## config.mk

```make
export PLATFORM = sky130hd
export DESIGN_NAME = gfx_pixel_arbiter
export DESIGN_NICKNAME = d
export VERILOG_FILES = /design/src/rtl/gfx_pixel_arbiter.sv
export SDC_FILE = /design/constraint.sdc
export NUM_CORES = 1
export LEC_CHECK = 0
export CAP_MARGIN = 30
export CORE_UTILIZATION = 39
export DETAILED_ROUTE_END_ITERATION = 7
export GPL_ROUTABILITY_DRIVEN = 0
export GPL_TIMING_DRIVEN = 0
export PLACE_DENSITY = 0.81
export SYNTH_ARGS = -nofsm -noshare
export SYNTH_HDL_FRONTEND = slang
export SYNTH_SLANG_ARGS = --single-unit
```

## constraint.sdc

```tcl
create_clock -name clk -period 2 [get_ports clk]
set_input_delay 0.4 -clock clk [delete_from_list [all_inputs] [get_ports clk]]
set_output_delay 0.4 -clock clk [all_outputs]
set_load 0.02 [all_outputs]
```

## src/rtl/gfx_pixel_arbiter.sv

```systemverilog
// Frame-granular round-robin arbiter merging two pixel streams into one
// registered valid/ready output stage that feeds the framebuffer writer.
//
// Ports:
//   clk, reset           clock; synchronous active-high reset
//   s0_x/y/color         source 0 pixel coordinates and colour
//   s0_valid/last        source 0 beat valid; final beat of its frame
//   s0_ready             source 0 beat accepted when s0_valid & s0_ready
//   s1_*                 same set for source 1
//   m_x/y/color          registered output pixel
//   m_valid/last         output beat valid; final beat of granted frame
//   m_ready              downstream accepts when m_valid & m_ready
//   grant                one-hot current owner, 2'b00 while idle
module gfx_pixel_arbiter #(
  parameter int VGA_WIDTH  = 640,
  parameter int VGA_HEIGHT = 480,
  parameter int COLOR_BITS = 12,
  localparam int FB_X_BITS = $clog2(VGA_WIDTH),
  localparam int FB_Y_BITS = $clog2(VGA_HEIGHT)
) (
  input  logic                  clk,
  input  logic                  reset,
  input  logic [FB_X_BITS-1:0]  s0_x,
  input  logic [FB_Y_BITS-1:0]  s0_y,
  input  logic [COLOR_BITS-1:0] s0_color,
  input  logic                  s0_valid,
  input  logic                  s0_last,
  output logic                  s0_ready,
  input  logic [FB_X_BITS-1:0]  s1_x,
  input  logic [FB_Y_BITS-1:0]  s1_y,
  input  logic [COLOR_BITS-1:0] s1_color,
  input  logic                  s1_valid,
  input  logic                  s1_last,
  output logic                  s1_ready,
  output logic [FB_X_BITS-1:0]  m_x,
  output logic [FB_Y_BITS-1:0]  m_y,
  output logic [COLOR_BITS-1:0] m_color,
  output logic                  m_valid,
  output logic                  m_last,
  input  logic                  m_ready,
  output logic [1:0]            grant
);

  typedef enum logic [1:0] {
    IDLE   = 2'd0,
    GRANT0 = 2'd1,
    GRANT1 = 2'd2
  } state_t;

  state_t                state_q, state_d;
  // 0: source 0 wins a tie, 1: source 1 wins a tie
  logic                  ptr_q, ptr_d;
  logic [FB_X_BITS-1:0]  m_x_q, m_x_d;
  logic [FB_Y_BITS-1:0]  m_y_q, m_y_d;
  logic [COLOR_BITS-1:0] m_color_q, m_color_d;
  logic                  m_valid_q, m_valid_d;
  logic                  m_last_q, m_last_d;

  logic                  slot_free;
  logic                  acc;
  logic [FB_X_BITS-1:0]  sel_x;
  logic [FB_Y_BITS-1:0]  sel_y;
  logic [COLOR_BITS-1:0] sel_color;
  logic                  sel_last;

  always_ff @(posedge clk) begin
    if (reset) begin
      state_q   <= IDLE;
      ptr_q     <= 1'b0;
      m_x_q     <= '0;
      m_y_q     <= '0;
      m_color_q <= '0;
      m_valid_q <= 1'b0;
      m_last_q  <= 1'b0;
    end else begin
      state_q   <= state_d;
      ptr_q     <= ptr_d;
      m_x_q     <= m_x_d;
      m_y_q     <= m_y_d;
      m_color_q <= m_color_d;
      m_valid_q <= m_valid_d;
      m_last_q  <= m_last_d;
    end
  end

  always_comb begin
    state_d   = state_q;
    ptr_d     = ptr_q;
    m_x_d     = m_x_q;
    m_y_d     = m_y_q;
    m_color_d = m_color_q;
    m_valid_d = m_valid_q;
    m_last_d  = m_last_q;
    s0_ready  = 1'b0;
    s1_ready  = 1'b0;
    acc       = 1'b0;
    sel_x     = '0;
    sel_y     = '0;
    sel_color = '0;
    sel_last  = 1'b0;
    // Output slot can take a beat if empty or being drained this cycle
    slot_free = !m_valid_q || m_ready;

    unique case (state_q)
      IDLE: begin
        if (s0_valid && (!s1_valid || !ptr_q)) begin
          state_d = GRANT0;
        end else if (s1_valid) begin
          state_d = GRANT1;
        end
      end
      GRANT0: begin
        s0_ready  = slot_free;
        acc       = s0_valid && slot_free;
        sel_x     = s0_x;
        sel_y     = s0_y;
        sel_color = s0_color;
        sel_last  = s0_last;
      end
      GRANT1: begin
        s1_ready  = slot_free;
        acc       = s1_valid && slot_free;
        sel_x     = s1_x;
        sel_y     = s1_y;
        sel_color = s1_color;
        sel_last  = s1_last;
      end
      default: state_d = IDLE;
    endcase

    if (acc) begin
      m_x_d     = sel_x;
      m_y_d     = sel_y;
      m_color_d = sel_color;
      m_valid_d = 1'b1;
      m_last_d  = sel_last;
    end else if (m_valid_q && m_ready) begin
      m_valid_d = 1'b0;
      m_last_d  = 1'b0;
    end

    // End of frame: release ownership and hand priority to the other side
    if (acc && sel_last) begin
      state_d = IDLE;
      ptr_d   = (state_q == GRANT0);
    end
  end

  assign m_x     = m_x_q;
  assign m_y     = m_y_q;
  assign m_color = m_color_q;
  assign m_valid = m_valid_q;
  assign m_last  = m_last_q;
  assign grant   = {state_q == GRANT1, state_q == GRANT0};

endmodule

```

==> results of run 1 <==
final cells by class:
class / instances / area (um2)
fill: 398 / 1520
timing repair buffer: 112 / 1110
multi-input combinational: 125 / 1040
sequential: 36 / 722
buffer: 23 / 154
tap: 67 / 83.8
clock buffer: 5 / 68.8
clock inverter: 3 / 42.5
inverter: 3 / 11.3
metrics by stage:
| stage | cells | util | setup slack [ns] |
|---|---|---|---|
| final | 374 | 0.679 | 0.0873 |
| after global routing | 374 | 0.679 | 0.0162 |
| after CTS | 366 | 0.665 | 0.0196 |
| after detailed placement | 361 | 0.643 | -0.511 |
| after global placement | 361 | 0.643 | -0.520 |
| after floorplan | 190 | - | 0.213 |
timing repair:
item	in CTS	in global routing
setup buffers	0	8
endpoints found under the setup margin	2	3
gates resized for setup	8	3
cell usage after synthesis, types with 2 or more instances:
cell / number / area [um2]
nand2b_1: 4 / 25.0
nand2_1: 2 / 7.51
ha_1: 4 / 50.1
buf_2: 6 / 30.0
o21ai_0: 2 / 10.0
and2_1: 2 / 12.5
nand3_1: 2 / 10.0
a22oi_1: 32 / 240
a211oi_2: 21 / 263
clkbuf_1: 13 / 48.8
dfxtp_1: 36 / 721
buf_6: 7 / 78.8
inv_1: 3 / 11.3
a31oi_1: 31 / 194
a211oi_1: 12 / 90.1
nor2b_1: 3 / 18.8
cell usage in the layout (no fill, tap or decap):
cell             Yosys  layout
and2b_1              1       1
nor2_1               1       1
ha_1                 4       4
a21oi_1              1       1
o21ba_1              1       1
nor2b_1              3       3
dfxtp_2              0       1
nand2b_1             4       4
clkdlybuf4s15_2      0       2
mux2i_1              1       1
clkbuf_1            13      11
buf_6                7       8
nor3_4               1       1
nand2_1              2       2
o21ai_0              2       2
clkinvlp_4           0       1
clkdlybuf4s50_1      0     101
nor4_4               1       1
o311a_1              1       1
buf_4                0       9
bufinv_16            0       1
dlymetal6s2s_1       0       1
a211oi_2            21      21
and2_1               2       2
nand3_1              2       2
buf_2                6       3
a22oi_1             32      32
inv_1                3       3
mux2i_4              1       1
clkinv_2             0       1
a31oi_1             31      31
a211oi_1            12      12
dfxtp_1             36      35
mux2_4               1       1
clkbuf_8             0       5
worst max-delay path: stages:
cell	delay, ns
clkdlybuf4s50_1	0.42
nand2b_1	0.16
buf_6	0.13
and2_1	0.15
clkdlybuf4s15_2	0.25
state kept, by name (all words and copies together), names as in the netlist:
name / count
m_color: 12
m_x: 10
m_y: 9
state_q: 2
m_last: 1
m_valid: 1
ptr_q: 1
where the power goes:
group	internal, uW	leakage, uW	switching [uW]
combinational	599	0.000727	640
sequential	831	0.000294	64.0
clock	369	0.0000541	282
layer usage:
layer,track usage,wire (um)
met5,0,0
met1,0.271,2490
met4,0.0719,88
met3,0.0597,397
met2,0.369,2840
kinds of logic after synthesis:
family | count (synthesis) | synth area share
DFF | 36 | 0.373
and+or+nand+nor | 17 | 0.0635
adders and majority gates | 4 | 0.0259
buffers and inverters | 29 | 0.0874
muxes | 3 | 0.0246
AOI/OAI and AO/OA | 101 | 0.426
worst min-delay path by stage:
stage                     endpoint   from  depth (start not counted)  slack [ns]
after floorplan              ptr_q  ptr_q                          2        0.46
after global placement       ptr_q  ptr_q                          2        0.47
after detailed placement     ptr_q  ptr_q                          2        0.48
after CTS                    ptr_q  ptr_q                          2        0.49
after global routing         ptr_q  ptr_q                          2        0.52
final                        ptr_q  ptr_q                          2        0.50
==> metrics.md, run 1 <==
| Metric | Value |
|---|---|
| CP Capture Point | s0_ready |
| Gate Count Post-Synth | 190 |
| Clock sink count | 36 |
| Fin area | 3230 um2 |
| Reg-to-reg slack, setup | 0.14 ns |
| GRT overflow | 0 |
| Latest clock arrival within the worst-skew pair | 0.29 ns |
| Fmax | 523 MHz |
| Top FF cell, synth | dfxtp_1 |
| Die Area | 5240 um2 |
| Worst-case reg-to-reg path depth | 8 |
| Endpoints failing setup | 0 |
| Required @ worst endpoint | 1.60 ns |
| Clock Path Buffers | 2 |
| WP data arrival | 1.51 ns |
| Syn Area/Cell | 10.2 um2 |
| Critical Path Source Type | input pin |
| Mapped cell area | 1930 um2 |
| Clock-pin transition on the worst setup and hold timing paths | 0.08 ns |
| Minimum clock period | 1.91 ns |
| First-pass GRT wire length | 9000 um |
| Core Region | 4750 um2 |
| Status | finished clean |
| Vias per cell | 5.47 |
| # diodes | 0 |
| Relative slew slack | 0.526 |
| Die Wd | 72.4 um |
| Initial core utilization | 0.406 |
| FF-to-FF Start | state_q[0] |
| Hold Path Class | register to register |
| Vias | 2,047 |
| Dpl cell area | 3060 um2 |
| H-tree levels | 2 |
| Worst setup EP type | primary output |
| Initial antenna violation count | 0 |
| EDFF count, synth | 0 |
| First-pass DRT Iterations | 4 |
| Tot GR Track Use | 0.219 |
| Design Power | 2780 uW |
| IO buf count | 104 |
| Slew Limit Fails | 0 |
| # DRC | 0 |
| Period utilization | 0.956 |
| Layout Area Growth over Synthesis | 67.2% |
| End of the worst register-to-register path | m_x[1] |
| Height of the die | 72.4 um |
| 1st-iter DRT viols | 95 |
| # rows | 25 |
| TritonCTS Buffers | 5 |
| RSZ-0062 raised after global routing | false |
| Setup Skew | 0.00690 ns |
| Least-Margin Pin Slew | 0.711 ns |
| Setup_tns | 0 ns |
| Worst vdd ir | 0.438 mV |
| Routed Antenna Nets | 0 |
| Drt total wl | 5810 um |
| Seq/Total Area, Yosys | 0.373 |
| Largest net degree at the start of global routing | 17 |
| Crit Path Class | input pin to primary output |
| Hpwl dp | 4120 um |
| Ys async rst share | 0 |
| Critical Path Start | m_ready |
| Routed len/inst | 15.5 um |
| Syn nets | 263 |
| CTS Root Cell | clkbuf_8 |
| Count of different cell masters after synthesis | 26 |
| Vias in the first global route | 1,919 |
| Crit-path max FO | 8 |
| Yosys reg bits | 36 |
| Static Leak | 0.00108 uW |
| CTS tree | built |
| Fin Hold WS | 0.497 ns |
| Synth Warn # | 0 |
| # IOs | 106 |
| Fraction of layout cells with a size suffix above 1 | 0.182 |
| Max Cap Viol | 0 |
| Final Hold Violating Endpoints | 0 |
| Fin nets | 379 |
| Pwr per Cell Area | 862 nW/um2 |
| Hold Buf Count CTS | 0 |
Note: power is estimated with default switching activity, not from simulation.
==> run 2, diff against run 1 <==
- CORE_UTILIZATION: 39 -> 40
- PLACE_DENSITY: 0.81 -> 0.82
- clock period: 2 -> 2.41 ns (I/O delays scaled with it)
==> run 2 against run 1 <==
  * First-iteration DRC count is 48% higher
  * Largest cell class unchanged
  * Die area is 2.4% lower
  * Clock-buffer cell count stayed put
  * Core utilization is 1.7 points higher
  * Final cell count is 6.1% lower
  * Clock skew is 0.0014 ns lower
  * Sequential power is 17% lower
  * Sequential cell count stayed put
==> metrics.md, run 2 (synthesized netlist as in run 1, its figures left out) <==
| Metric | Value |
|---|---|
| Status | finished clean |
| Top Family by Delay on Critical Path | buffers and inverters |
| DP Cell Count | 346 |
| Drt total wl | 5510 um |
| Largest net degree at the start of global routing | 17 |
| IO buf count | 104 |
| Clock-pin transition on the worst setup and hold timing paths | 0.07 ns |
| Worst vdd ir | 0.382 mV |
| Final Hold Violating Endpoints | 0 |
| Met3 Use GR | 0.0703 |
| Core Region | 4500 um2 |
| GRT overflow | 0 |
| # diodes | 0 |
| Die Area | 5110 um2 |
| # rows | 24 |
| Post-CTS setup buffer count | 0 |
| # IOs | 106 |
| Final Non-Filler Cells | 351 |
| Tot GR Track Use | 0.220 |
| Vias | 1,947 |
| Register Area | 721 um2 |
| Fill cells | 388 |
| WP data arrival | 1.76 ns |
| Initial antenna violation count | 0 |
| Critical Path Source Type | input pin |
| Worst setup EP type | primary output |
| Design Power | 2280 uW |
| Worst path bufs/invs | 3 |
| Crit Path Class | input pin to primary output |
| First-pass DRT Iterations | 4 |
| Static Leak | 0.00102 uW |
| Least-Margin Pin Slew | 0.700 ns |
| Number of flip-flops under the largest register name | 12 |
| Setup_tns | 0 ns |
| Slowest stage delay, CP | 0.48 ns |
| Crit-path max FO | 15 |
| Routed len/inst | 15.7 um |
| Vias per cell | 5.55 |
| Fin nets | 371 |
| Hpwl dp | 4140 um |
| Hold Path Class | register to register |
| Relative slew slack | 0.533 |
| TritonCTS Buffers | 5 |
| Worst-path cell chain | clkdlybuf4s50_1, nand2b_1, clkbuf_4, and2_1, dlygate4sd2_1 |
| Latest clock arrival within the worst-skew pair | 0.29 ns |
| Setup Skew | 0.00553 ns |
| First-pass GRT wire length | 8860 um |
| Height of the die | 71.5 um |
| Period utilization | 0.932 |
| CTS tree | built |
| # DRC | 0 |
| Commonest non-fill, non-tap cells in the layout | clkdlybuf4s50_1 (102), dfxtp_1 (36), a22oi_1 (32) |
| Global Route met1 Usage | 0.267 |
| Required @ worst endpoint | 1.93 ns |
| Busiest grt layer | met2 |
| Routed Antenna Nets | 0 |
| Die Wd | 71.5 um |
| Slew Limit Fails | 0 |
| Dpl ws | -0.266 ns |
| Area occupied by multi-input gates | 1040 um2 |
| Pwr per Cell Area | 726 nW/um2 |
| Clock Path Buffers | 2 |
| CTS Root Cell | clkbuf_8 |
| Vias in the first global route | 1,923 |
| Layout Area Growth over Synthesis | 62.4% |
| Endpoints failing setup | 0 |
| Minimum clock period | 2.25 ns |
| Fraction of layout cells with a size suffix above 1 | 0.151 |
| Worst setup margin | 0.163 ns |
| Met2 Usage GRT | 0.381 |
| Slowest cell on crit path | clkdlybuf4s50_1 |
| RSZ-0062 raised after global routing | false |
| 1st-iter DRT viols | 141 |
| Initial core utilization | 0.429 |
| Clock sink count | 36 |
| Fmax | 445 MHz |
| H-tree levels | 2 |
| Commonest non-fill, non-tap cell in the layout | clkdlybuf4s50_1 |
| Max Cap Viol | 0 |
==> run 2: changes by cell type in the layout (fill, tap and decap cells not counted) <==
cell,previous run,this run
dlymetal6s2s_1,1,0
clkbuf_4,0,1
buf_2,3,4
clkdlybuf4s15_2,2,0
dlygate4sd2_1,0,2
dfxtp_1,35,36
buf_6,8,7
clkdlybuf4s50_1,101,102
buf_4,9,0
dfxtp_2,1,0
==> run 2: report_power, final <==
group | switching (uW) | total [uW] | internal, uW
sequential | 51.6 | 741 | 690
clock | 228 | 534 | 306
combinational | 524 | 1000 | 477
==> run 2: worst reg2reg max path, delay by kind of cell (launching register included) <==
kind | cells | cell delay [ns]
compound gates | 2 | 0.45
buf+inv | 3 | 0.81
flops | 1 | 0.34
fa+ha+maj | 1 | 0.16
==> run 2: path summary, 6_finish.rpt <==
path / to / slack [ns] / startpoint / cells past startpoint
max: s0_ready / 0.16 / m_ready / 5
min: ptr_q / 0.50 / ptr_q / 2
max reg2reg: m_color[8] / 0.58 / state_q[1] / 6
min reg2reg: ptr_q / 0.50 / ptr_q / 2
==> run 2: layer usage <==
layer | routed length (um) | vias up
li1 | - | 968
met1 | 2370 | 889
met2 | 2640 | 84
met3 | 443 | 6
met4 | 51 | 0
met5 | 0 | -
==> run 2: repair_timing <==
item / 4_1_cts / 5_1_grt
resized for setup: 2 / 1
hold buffers: 0 / 0
setup endpoints to repair: 2 / 2
gates cloned: 0 / 0
==> run 2: area by class of cell <==
class	count	share of cell area
sequential	36	0.230
clock buffer	5	0.0219
multi-input combinational	125	0.332
clock inverter	3	0.0136
buffer	23	0.0471
tap	52	0.0207
inverter	3	0.00359
timing repair buffer	104	0.331
==> run 2: through the flow <==
stage	util	instance area (um2)	hold slack, ns
CTS	0.697	3140	0.495
global route	0.696	3140	0.515
floorplan	-	1930	0.457
detailed placement	0.674	3040	0.482
global placement	0.674	3040	0.471
finish	0.696	3140	0.499
